File: config.mk
export PLATFORM = sky130hd
export DESIGN_NAME = shreg_sequencer
export DESIGN_NICKNAME = d
export VERILOG_FILES = /design/src/rtl/shreg_sequencer.sv
export SDC_FILE = /design/constraint.sdc
export NUM_CORES = 1
export LEC_CHECK = 0
export CORE_MARGIN = 5
export CORE_UTILIZATION = 40
export DETAILED_ROUTE_END_ITERATION = 10
export HOLD_SLACK_MARGIN = 0.08
export PLACE_DENSITY = 0.66
export SLEW_MARGIN = 10
export SYNTH_ARGS = -nofsm -noshare
export SYNTH_HDL_FRONTEND = slang
export SYNTH_SLANG_ARGS = --single-unit
File: constraint.sdc
create_clock -name clk -period 2.34 [get_ports clk]
set_clock_uncertainty 0.1 [all_clocks]
set_input_delay 0.234 -clock clk [delete_from_list [all_inputs] [get_ports clk]]
set_output_delay 0.234 -clock clk [all_outputs]
set_load 0.02 [all_outputs]
File: src/rtl/shreg_sequencer.sv
// Command sequencer for a 4-bit 74194-style universal shift register.
// Drives S1/S0, parallel and serial inputs for the required number of clocks, then captures q.
module shreg_sequencer #(
    parameter int CNT_W = 4
) (
    input  logic             clk,
    input  logic             CLR,
    input  logic             cmd_valid,
    output logic             cmd_ready,
    input  logic [1:0]       cmd_op,
    input  logic [3:0]       cmd_data,
    input  logic [CNT_W-1:0] cmd_len,
    input  logic             cmd_ser,
    input  logic             pause,
    input  logic [3:0]       q,
    output logic             s1,
    output logic             s0,
    output logic [3:0]       par,
    output logic             rin,
    output logic             lin,
    output logic             busy,
    output logic             done,
    output logic [3:0]       result
);

    typedef enum logic [1:0] {
        IDLE    = 2'b00,
        RUN     = 2'b01,
        CAPTURE = 2'b10,
        DONE    = 2'b11
    } state_t;

    localparam logic [1:0] OP_LOAD = 2'b00;
    localparam logic [1:0] OP_SHR  = 2'b01;
    localparam logic [1:0] OP_SHL  = 2'b10;
    localparam logic [1:0] OP_JOHN = 2'b11;

    localparam logic [CNT_W-1:0] CNT_ZERO = {CNT_W{1'b0}};
    localparam logic [CNT_W-1:0] CNT_ONE  = {{(CNT_W-1){1'b0}}, 1'b1};

    state_t           state_r;
    logic [CNT_W-1:0] count_r;
    logic [1:0]       mode_r;
    logic [3:0]       par_r;
    logic             rin_r;
    logic             lin_r;
    logic             john_r;
    logic             busy_r;
    logic             ready_r;
    logic             done_r;
    logic [3:0]       result_r;
    logic             run_hold_s;
    logic             lin_s;

    // Register mode (S1,S0) that carries out each command opcode.
    function automatic logic [1:0] op_mode(input logic [1:0] op);
        case (op)
            OP_LOAD: op_mode = 2'b11;
            OP_SHR:  op_mode = 2'b01;
            OP_SHL:  op_mode = 2'b10;
            OP_JOHN: op_mode = 2'b10;
            default: op_mode = 2'b00;
        endcase
    endfunction

    // Sequencer state, shift counter and registered register-side controls.
    always_ff @(posedge clk or negedge CLR) begin
        if (!CLR) begin
            state_r  <= IDLE;
            count_r  <= CNT_ZERO;
            mode_r   <= 2'b00;
            par_r    <= 4'b0000;
            rin_r    <= 1'b0;
            lin_r    <= 1'b0;
            john_r   <= 1'b0;
            busy_r   <= 1'b0;
            ready_r  <= 1'b1;
            done_r   <= 1'b0;
            result_r <= 4'b0000;
        end else begin
            case (state_r)
                IDLE: begin
                    done_r <= 1'b0;
                    if (cmd_valid && ready_r) begin
                        busy_r  <= 1'b1;
                        ready_r <= 1'b0;
                        if (cmd_op == OP_LOAD) begin
                            state_r <= RUN;
                            count_r <= CNT_ONE;
                            mode_r  <= 2'b11;
                            par_r   <= cmd_data;
                        end else if (cmd_len != CNT_ZERO) begin
                            state_r <= RUN;
                            count_r <= cmd_len;
                            mode_r  <= op_mode(cmd_op);
                            rin_r   <= (cmd_op == OP_SHR) ? cmd_ser : 1'b0;
                            lin_r   <= (cmd_op == OP_SHL) ? cmd_ser : 1'b0;
                            john_r  <= (cmd_op == OP_JOHN);
                        end else begin
                            // Zero-length shift: register stays in hold, just report q.
                            state_r <= CAPTURE;
                        end
                    end
                end
                RUN: begin
                    if (!pause) begin
                        if (count_r == CNT_ONE) begin
                            state_r <= CAPTURE;
                            count_r <= CNT_ZERO;
                            mode_r  <= 2'b00;
                            par_r   <= 4'b0000;
                            rin_r   <= 1'b0;
                            lin_r   <= 1'b0;
                            john_r  <= 1'b0;
                        end else begin
                            count_r <= count_r - CNT_ONE;
                        end
                    end
                end
                CAPTURE: begin
                    result_r <= q;
                    done_r   <= 1'b1;
                    state_r  <= DONE;
                end
                DONE: begin
                    done_r  <= 1'b0;
                    busy_r  <= 1'b0;
                    ready_r <= 1'b1;
                    state_r <= IDLE;
                end
                default: begin
                    state_r <= IDLE;
                    count_r <= CNT_ZERO;
                    mode_r  <= 2'b00;
                    par_r   <= 4'b0000;
                    rin_r   <= 1'b0;
                    lin_r   <= 1'b0;
                    john_r  <= 1'b0;
                    busy_r  <= 1'b0;
                    ready_r <= 1'b1;
                    done_r  <= 1'b0;
                end
            endcase
        end
    end

    // Pause must hold the register in the very cycle it is asserted, so it masks the
    // registered mode; Johnson feedback follows q without a clock of delay.
    always_comb begin
        run_hold_s = 1'b0;
        lin_s      = lin_r;
        if ((state_r == RUN) && pause) begin
            run_hold_s = 1'b1;
        end else begin
            run_hold_s = 1'b0;
        end
        if (john_r) begin
            lin_s = ~q[3];
        end else begin
            lin_s = lin_r;
        end
    end

    assign s1        = mode_r[1] & ~run_hold_s;
    assign s0        = mode_r[0] & ~run_hold_s;
    assign par       = par_r;
    assign rin       = rin_r;
    assign lin       = lin_s;
    assign busy      = busy_r;
    assign cmd_ready = ready_r;
    assign done      = done_r;
    assign result    = result_r;

endmodule

# --- Word-level counts from Yosys, hierarchy flattened ---
# Cells that the tools add are included.
word_totals:
  elab_cells: 93
  reg_bits: 22
  inputBits: 19
  output_inout_bits: 15
classes:
  add_sub_neg: 1
  eq_ne: 14
  n_mux: 47
  reduce_logical: 16
  n_bitwise: 4
ops:
  columns: ["cell", "n"]
  rows:
  - ["4-bit 2-to-1 mux", 9]
  - ["2-bit 2-to-1 mux", 10]
  - ["1-bit 2-to-1 mux", 17]
  - ["4-bit one-hot mux with 2 select lines", 2]
  - ["2-bit != test (second input constant)", 6]
  - ["1-bit one-hot mux with 2 select lines", 6]
  - ["5-bit AND reduction", 2]
  - ["2-bit equality test (second input constant)", 4]
  - ["2-bit one-hot mux with 2 select lines", 2]
  - ["2-bit one-hot mux with 4 select lines", 1]
  - ["6-bit AND reduction", 1]
  - ["2-bit nonzero test", 3]
  - ["2-bit by 1-bit equality test with 1-bit output (second input constant)", 2]
  - ["4-bit by 1-bit equality test with 1-bit output (second input constant)", 1]
  - ["2-bit logical NOT", 2]
  - ["4-bit AND reduction", 1]
  - ["4-bit nonzero test", 1]
  - ["2-bit OR reduction", 2]
  - ["4-bit by 1-bit subtractor with 4-bit output (second input constant)", 1]
  - ["3-bit != test (second input constant)", 1]
  - ["3-bit AND reduction", 1]
  - ["1-bit AND", 2]
  - ["1-bit logical AND", 2]
  - ["1-bit NOT", 2]
  - ["2-bit AND reduction", 1]

# --- Longest topological paths before layout ---
# Gate-level depths: netlist (run 1).
depth:
  ltp_word: 7
  depth_mapped: 8
  ltp_nobuf: 6

# --- Least setup slack after synthesis (run 1) ---
# OpenSTA, ideal clock, no wires.
synth_path:
  path_type: "reg-to-reg"
  startpoint: "reg state_r[0]"
  endpoint: "reg count_r[0]"
  path_stages_with_launch: 8
  t_required_ns: 2.115
  path_buffers: 1
  slack_ns: 0.473
  period_less_slack_ns: 1.867
  t_arrival_ns: 1.642
  setup_time_ns: 0.125
  cell_sequence: "dfrtp_1 inv_1 ha_1 buf_6 clkinv_2 o21ai_1 or3_4 mux2_4"
synth_between:
  elab_chain_cells: 3
  word_cells_on_any_way: 8
  cone_classes: "eq/ne (4); mux (1); reduce/logical (3)"
synth_lines:
  columns: ["item", "line", "source"]
  rows:
  - ["from (decl)", "41", "state_t state_r;"]
  - ["from (signal assigned)", "69", "state_r <= IDLE;"]
  - ["from (signal assigned)", "88", "state_r <= RUN;"]
  - ["from (signal assigned)", "93", "state_r <= RUN;"]
  - ["2-bit by 1-bit equality test with 1-bit output / 2-bit logical NOT (equally long branches)", "81", "case (state_r)"]
  - ["2-bit != test (no line), or another cell as far along", null, null]
  - ["4-bit AND reduction (no line)", null, null]
  - ["to (signal assigned)", "94", "count_r <= cmd_len;"]
  - ["to (signal assigned)", "116", "count_r <= count_r - CNT_ONE;"]
  - ["to (decl)", "42", "logic [CNT_W-1:0] count_r;"]
# Several ways; a longest one is shown, not always the timed one.
# A chain may end at the register's enable or synchronous reset.

# --- Worst setup path in the final report (run 1) ---
layout_path:
  startpoint: "reg state_r[0]"
  endpoint: "reg count_r[1]"
# Same word-level chain as after synthesis.

==> impl_results.md, run 1 <==
- Clock latency on the worst-skew pair: 0.32 ns
- Core area: 3053 um^2
- Die area: 4416 um^2
- DR vias: 1007
- Initial antenna violation count: 0
- Multi-input combinational cell area: 648.1 um^2
- Synthesis warning total: 0
- Clk pin slew, worst setup/hold paths: 0.13 ns
- Critical Path AT: 2.16 ns
- Detail Placement HPWL: 2242 um
- Initial drt markers: 48
- Final WS setup: 0.2930 ns
- Post-DP Area: 1682 um^2
- Die X: 66.46 um
- Seq. cell area: 551.8 um^2
- CP endpoint kind: flip-flop
- Main synth FF type: dfrtp_1
- RSZ-0062 raised after global routing: no
- Leading area contributor after synthesis: dfrtp_1
- CTS max path bufs: 2
- Final setup vio count: 0
- Crit-path cells: inv_1 > ha_1 > clkinv_2 > o21ai_1 > or3_4 > mux2_4
- Top post-synthesis cells by area: dfrtp_1, mux2_2, ha_1
- Max-slew headroom: 74.53%
- Clock sink count: 22
- Worst VDD drop: 0.2686 mV
- Power per cell area: 426.0 nW/um^2
- Iteration count of the initial detailed-routing pass: 4
- Non-Filler Instances: 200
- ANT nets after route: 0
- # fillers: 291
- Total GRT Usage: 14.34%
- Syn Nets: 141
- Cell area after layout: 1742 um^2
- Worst-margin pin slew: 0.3808 ns
- Via density: 5.035
- Post-Place Worst Slack: 0.3325 ns
- Top cell type's share of synthesized area: 41.22%
- CTS Root Cell: clkbuf_4
- Final Net Count: 182
- Antenna fix cells: 0
- F_max: 488.5 MHz
- Num rows: 20
- Crit share post-route: 87.48%
- Largest net degree at the start of global routing: 17
- Number of I/O port buffers: 33
- Initial core utilization: 41.76%
- H-Tree Depth: 1
- Number of library cell types mapped by synthesis: 42
- Hold Buf Count CTS: 0
- Crit path launch type: flip-flop
- Overflow after GRT: 0
- Asr flop ratio synth: 100.0%
- Final Wtd Congestion: 0.8469
- Crit path max-delay cell type: or3_4
- Leading cell types in the layout, fill and taps excluded: clkdlybuf4s50_1, dfrtp_1, inv_1
- EDFF count, synth: 0
- Die H: 66.46 um
- Critical path required time: 2.45 ns
- IO Count: 34
- Gate Count Post-Synth: 116
- Status: finished clean
- Post-Syn Area: 1275 um^2
- HP Class: primary input to async pin
- Crit path max fanout: 8
- Share of cells above drive strength 1: 19.23%
- Routed length per instance: 14.20 um
- Total CTS buffers: 3
- Total Wirelength: 2840 um
- Pwr Total: 0.7419 mW
- Fin. max-slew vios: 0
- Vias in the first global route: 1100
- Area delta synth->final: 36.60%
- #FFs+latches synth: 22
- Max incr delay on CP: 0.44 ns
- Top Family by Delay on Critical Path: simple AND/OR/NAND/NOR gates
- First-pass GRT wire length: 4940 um
- Leakage Power: 0.7753 nW
- DRC viols: 0
- CTS tree: done
- Max Cap Violations: 0
- Fin. Hold Viols: 0
- Post-synthesis sequential area ratio: 43.28%
- Setup TNS: 0 ns
- Most common cell after layout, fill and taps aside: clkdlybuf4s50_1
- CP bufs+invs: 2
- Average size of a mapped cell: 10.99 um^2
- Post-layout minimum cycle time: 2.047 ns
- WS Path Type: flip-flop to flip-flop
- Post-Place Cells: 196
worst reg2reg max path, cell delays in order, from the launching register on:
cell      delay, ns
dfrtp_1        0.43
inv_1          0.08
ha_1           0.31
clkinv_2       0.15
o21ai_1        0.12
or3_4          0.44
mux2_4         0.31
path summary, 6_finish.rpt:
| kind | startpoint | end | slack, ns | cells after the start |
|---|---|---|---|---|
| max in group asynchronous | CLR | mode_r[0] | 1.52 | 2 |
| min in group clk | cmd_data[2] | par[2] | 0.35 | 3 |
| hold reg to reg | par[1] | par[1] | 0.42 | 2 |
| setup reg to reg | state_r[0] | count_r[1] | 0.29 | 6 |
| hold / removal | CLR | result[3] | 0.08 | 1 |
| setup / recovery | state_r[0] | count_r[1] | 0.29 | 6 |
synth_stat cells (2+ instances only):
cell type	instances
inv_1	12
mux2_4	2
nor3b_1	2
o2bb2ai_1	2
mux2_2	8
nand2_1	5
o21ai_0	10
ha_1	6
o41ai_1	6
dfrtp_1	21
a32oi_1	2
mux2i_1	3
nor2_1	6
and2_1	3
flip-flops by register name (all words and copies together), names as in the netlist, 2 cells and up:
name	flops
mode_r	2
state_r	2
par	4
count_r	4
result	4
metrics by stage:
stage | hold slack (ns) | utilization, %
3_3_place_gp | 0.3846 | 55.08
5_1_grt | 0.1185 | 57.05
4_1_cts | 0.09317 | 56.89
2_1_floorplan | -0.1616 | -
6_report | 0.08227 | 57.05
3_5_place_dp | 0.3954 | 55.08
report_power, final:
group	switching [mW]	leakage (nW)	internal (mW)
Combinational	0.0298	0.459	0.0381
Sequential	0	0.288	0.380
Clock	0.120	0.0279	0.173
Total	0.150	0.775	0.592
repair_timing:
item / in CTS / in global routing
gates resized for setup: 1 / 2
buffers inserted: 0 / 0
endpoints found under the setup margin: 2 / 2
layer usage:
metal | vias up | share of wire [%] | track usage (%)
met5 | - | 0 | 0
met4 | 0 | 0.67 | 3.046
met3 | 2 | 6.4 | 4.384
met2 | 28 | 49 | 24.41
met1 | 473 | 44 | 17.75
li1 | 504 | - | -
final cells by class:
cell class | count | share of cell area, %
Multi-Input combinational cell | 77 | 37.21
Sequential cell | 22 | 31.68
Tap cell | 44 | 3.161
Clock buffer | 3 | 1.293
Timing Repair Buffer | 39 | 21.84
Inverter | 14 | 3.089
Clock inverter | 1 | 1.724
cells by family after synthesis:
logic type               Yosys count  share of synthesized area, %
flip-flops                        22                         43.28
adder cells (fa/ha/maj)            6                         5.888
multiplexers                      13                         11.78
AO/OA/AOI/OAI                     31                         17.57
buffers and inverters             17                         6.083
AND/OR/NAND/NOR                   27                         15.41
(Power assumes the default switching activity.)
==> inputs of run 2 (changes only) <==
--- a/config.mk
+++ b/config.mk
@@ -5,11 +5,13 @@
 export SDC_FILE = /design/constraint.sdc
 export NUM_CORES = 1
 export LEC_CHECK = 0
+export CELL_PAD_IN_SITES_DETAIL_PLACEMENT = 1
+export CELL_PAD_IN_SITES_GLOBAL_PLACEMENT = 2
 export CORE_MARGIN = 5
-export CORE_UTILIZATION = 40
+export CORE_UTILIZATION = 30
 export DETAILED_ROUTE_END_ITERATION = 10
 export HOLD_SLACK_MARGIN = 0.08
-export PLACE_DENSITY = 0.66
+export PLACE_DENSITY = 0.77
 export SLEW_MARGIN = 10
 export SYNTH_ARGS = -nofsm -noshare
 export SYNTH_HDL_FRONTEND = slang
==> run 2 against run 1 <==
Flip-flop and latch count did not move. Cell count rose by 2.5%. Non-clock buffer count fell by 1. Utilization is 14 points lower. Critical path type unchanged. Combinational power is 1% higher. Via count grew 3.9%. Register-to-register slack got worse by 0.06 ns. Die area up 28%.
==> impl_results.md, run 2 (same netlist as run 1, synthesis figures left out) <==
- Crit share post-route: 90.09% (+2.6 points)
- CP endpoint kind: flip-flop
- Non-Filler Instances: 205 (+2.5%)
- Largest net degree at the start of global routing: 23 (+6)
- Final WS setup: 0.2319 ns (-0.06108 ns)
- First-pass GRT wire length: 5754 um (+16%)
- Worst VDD drop: 0.1745 mV (-35%)
- Vias in the first global route: 1170 (+6.4%)
- Seq. cell area: 551.8 um^2 (unchanged)
- Worst-margin pin slew: 0.3772 ns (-0.003657 ns)
- Clock share of power: 44.3% (+4.7 points)
- Critical path required time: 2.40 ns (-0.05 ns)
- Clock sink count: 22 (unchanged)
- Initial antenna violation count: 0 (unchanged)
- Power per cell area: 457.5 nW/um^2 (+7.4%)
- Total Wirelength: 3383 um (+19%)
- Sw frac: 19.72% (-0.54 points)
- Core area: 4058 um^2 (+33%)
- Leakage Power: 0.7776 nW (+0.30%)
- Pwr Total: 0.8055 mW (+8.6%)
- Fin. max-slew vios: 0 (unchanged)
- Via density: 5.102 (+1.3%)
- Combinational Power Share: 8.5% (-0.7 points)
- Pint: 0.6466 mW (+9.3%)
- Die X: 75.19 um (+13%)
- Max Cap Violations: 0 (unchanged)
- Post-Place Cells: 201 (+2.6%)
- Fin. Hold Viols: 0 (unchanged)
- CTS Root Cell: clkbuf_8
- Multi-input combinational cell area: 648.1 um^2 (unchanged)
- Post-layout minimum cycle time: 2.108 ns (+0.06108 ns)
- Total CTS buffers: 3 (unchanged)
- H-Tree Depth: 1 (unchanged)
- # fillers: 446 (+53%)
- Most common cell after layout, fill and taps aside: clkdlybuf4s50_1
- Detail Placement HPWL: 2642 um (+18%)
- Number of I/O port buffers: 33 (unchanged)
- Routed length per instance: 16.50 um (+16%)
- Clock latency on the worst-skew pair: 0.27 ns (-0.05 ns)
- CTS tree: done
- Initial drt markers: 24 (-50%)
- FF-to-FF Start: state_r[0]
- P_sw: 0.1588 mW (+5.7%)
- Iteration count of the initial detailed-routing pass: 3 (-1)
- ANT nets after route: 0 (unchanged)
- Crit path max fanout: 8 (unchanged)
- Total GRT Usage: 13.34% (-1.0 points)
- WS Path Type: flip-flop to flip-flop
- Die area: 5654 um^2 (+28%)
- RSZ-0062 raised after global routing: no
- Status: finished clean
- Worst r2r path cells: 6 (unchanged)
- Leading cell types in the layout, fill and taps excluded: clkdlybuf4s50_1, dfrtp_1, inv_1
- HP Class: primary input to async pin
- Initial core utilization: 31.42% (-10 points)
- Die H: 75.19 um (+13%)
- Num rows: 23 (+15%)
- Clk pin slew, worst setup/hold paths: 0.08 ns (-0.05 ns)
- Antenna fix cells: 0 (unchanged)
- Flop pwr share: 47.2% (-4.0 points)
- Max-slew headroom: 74.80% (+0.27 points)
- F_max: 474.4 MHz (-2.9%)
- Critical Path AT: 2.17 ns (about the same)
- Final Net Count: 181 (-0.55%)
- DR vias: 1046 (+3.9%)
- CTS max path bufs: 2 (unchanged)
- Area delta synth->final: 38.08%
- FF-to-FF setup slack: 0.23 ns (-0.06 ns)
- Setup TNS: 0 ns (unchanged)
- Reg-to-reg endpoint: count_r[1]
- Smallest hold slack: 0.2183 ns (+0.1360 ns)
- Crit path launch type: flip-flop
- Hold Buf Count CTS: 0 (unchanged)
- IO Count: 34 (unchanged)
- Final Wtd Congestion: 0.7231 (-15%)
- DRC viols: 0 (unchanged)
- Post-Place Worst Slack: 0.2210 ns (-0.1115 ns)
- Overflow after GRT: 0 (unchanged)
- Share of cells above drive strength 1: 18.71% (-0.52 points)
- Final setup vio count: 0 (unchanged)
-- run 2: cell types whose count changed in the layout (fill, tap and decap cells not counted), sizes merged --
cell / delta
buf: -1
-- run 2: routing by layer --
layer | vias up | wire length (um) | part of all wire (%) | GRT usage [%]
li1 | 500 | - | - | -
met1 | 522 | 1444 | 43 | 16.61
met2 | 19 | 1742 | 51 | 23.31
met3 | 5 | 166 | 4.9 | 2.937
met4 | 0 | 29 | 0.86 | 3.495
met5 | - | 0 | 0 | 0
-- run 2: stage by stage --
step | instance area (um^2) | utilization [%]
2_1_floorplan | 1275 | -
3_3_place_gp | 1682 | 41.44
3_5_place_dp | 1682 | 41.44
4_1_cts | 1753 | 43.20
5_1_grt | 1760 | 43.39
6_report | 1760 | 43.39
-- run 2: repair_timing --
| item | in CTS | in global routing |
|---|---|---|
| gates resized for setup | 0 | 3 |
| setup buffers | 0 | 0 |
| setup endpoints to repair | 0 | 2 |
-- run 2: critical path, cell delays in order, from the launching register on --
cell and delay, ns:
dfrtp_1 0.43, inv_1 0.10, ha_1 0.37, clkinv_2 0.22
o21ai_1 0.28, or3_4 0.21, mux2_4 0.29
-- run 2: worst max path at each step --
stage          startpoint         end  cells past startpoint
2_1_floorplan  state_r[0]  count_r[0]                      7
3_3_place_gp   state_r[0]  count_r[1]                      6
3_5_place_dp   state_r[0]  count_r[1]                      6
4_1_cts        state_r[1]          s0                      5
5_1_grt        state_r[0]  count_r[0]                      6
6_report       state_r[0]  count_r[1]                      6
-- run 2: power groups by stage --
stage               sequential (mW)  combinational [mW]  clock (mW)
floorplan                     0.388              0.0175           0
global placement              0.387              0.0685           0
detailed placement            0.387              0.0702           0
CTS                           0.380              0.0703       0.370
global route                  0.380              0.0762       0.392
finish                        0.380              0.0688       0.357
-- run 2: layout make-up --
| type | instances | share of cell area (%) |
|---|---|---|
| tap | 50 | 3.554 |
| sequential | 22 | 31.34 |
| clock buffer | 3 | 2.345 |
| multi-input combinational | 77 | 36.82 |
| clock inverter | 1 | 1.706 |
| inverter | 14 | 3.056 |
| timing repair buffer | 38 | 21.18 |
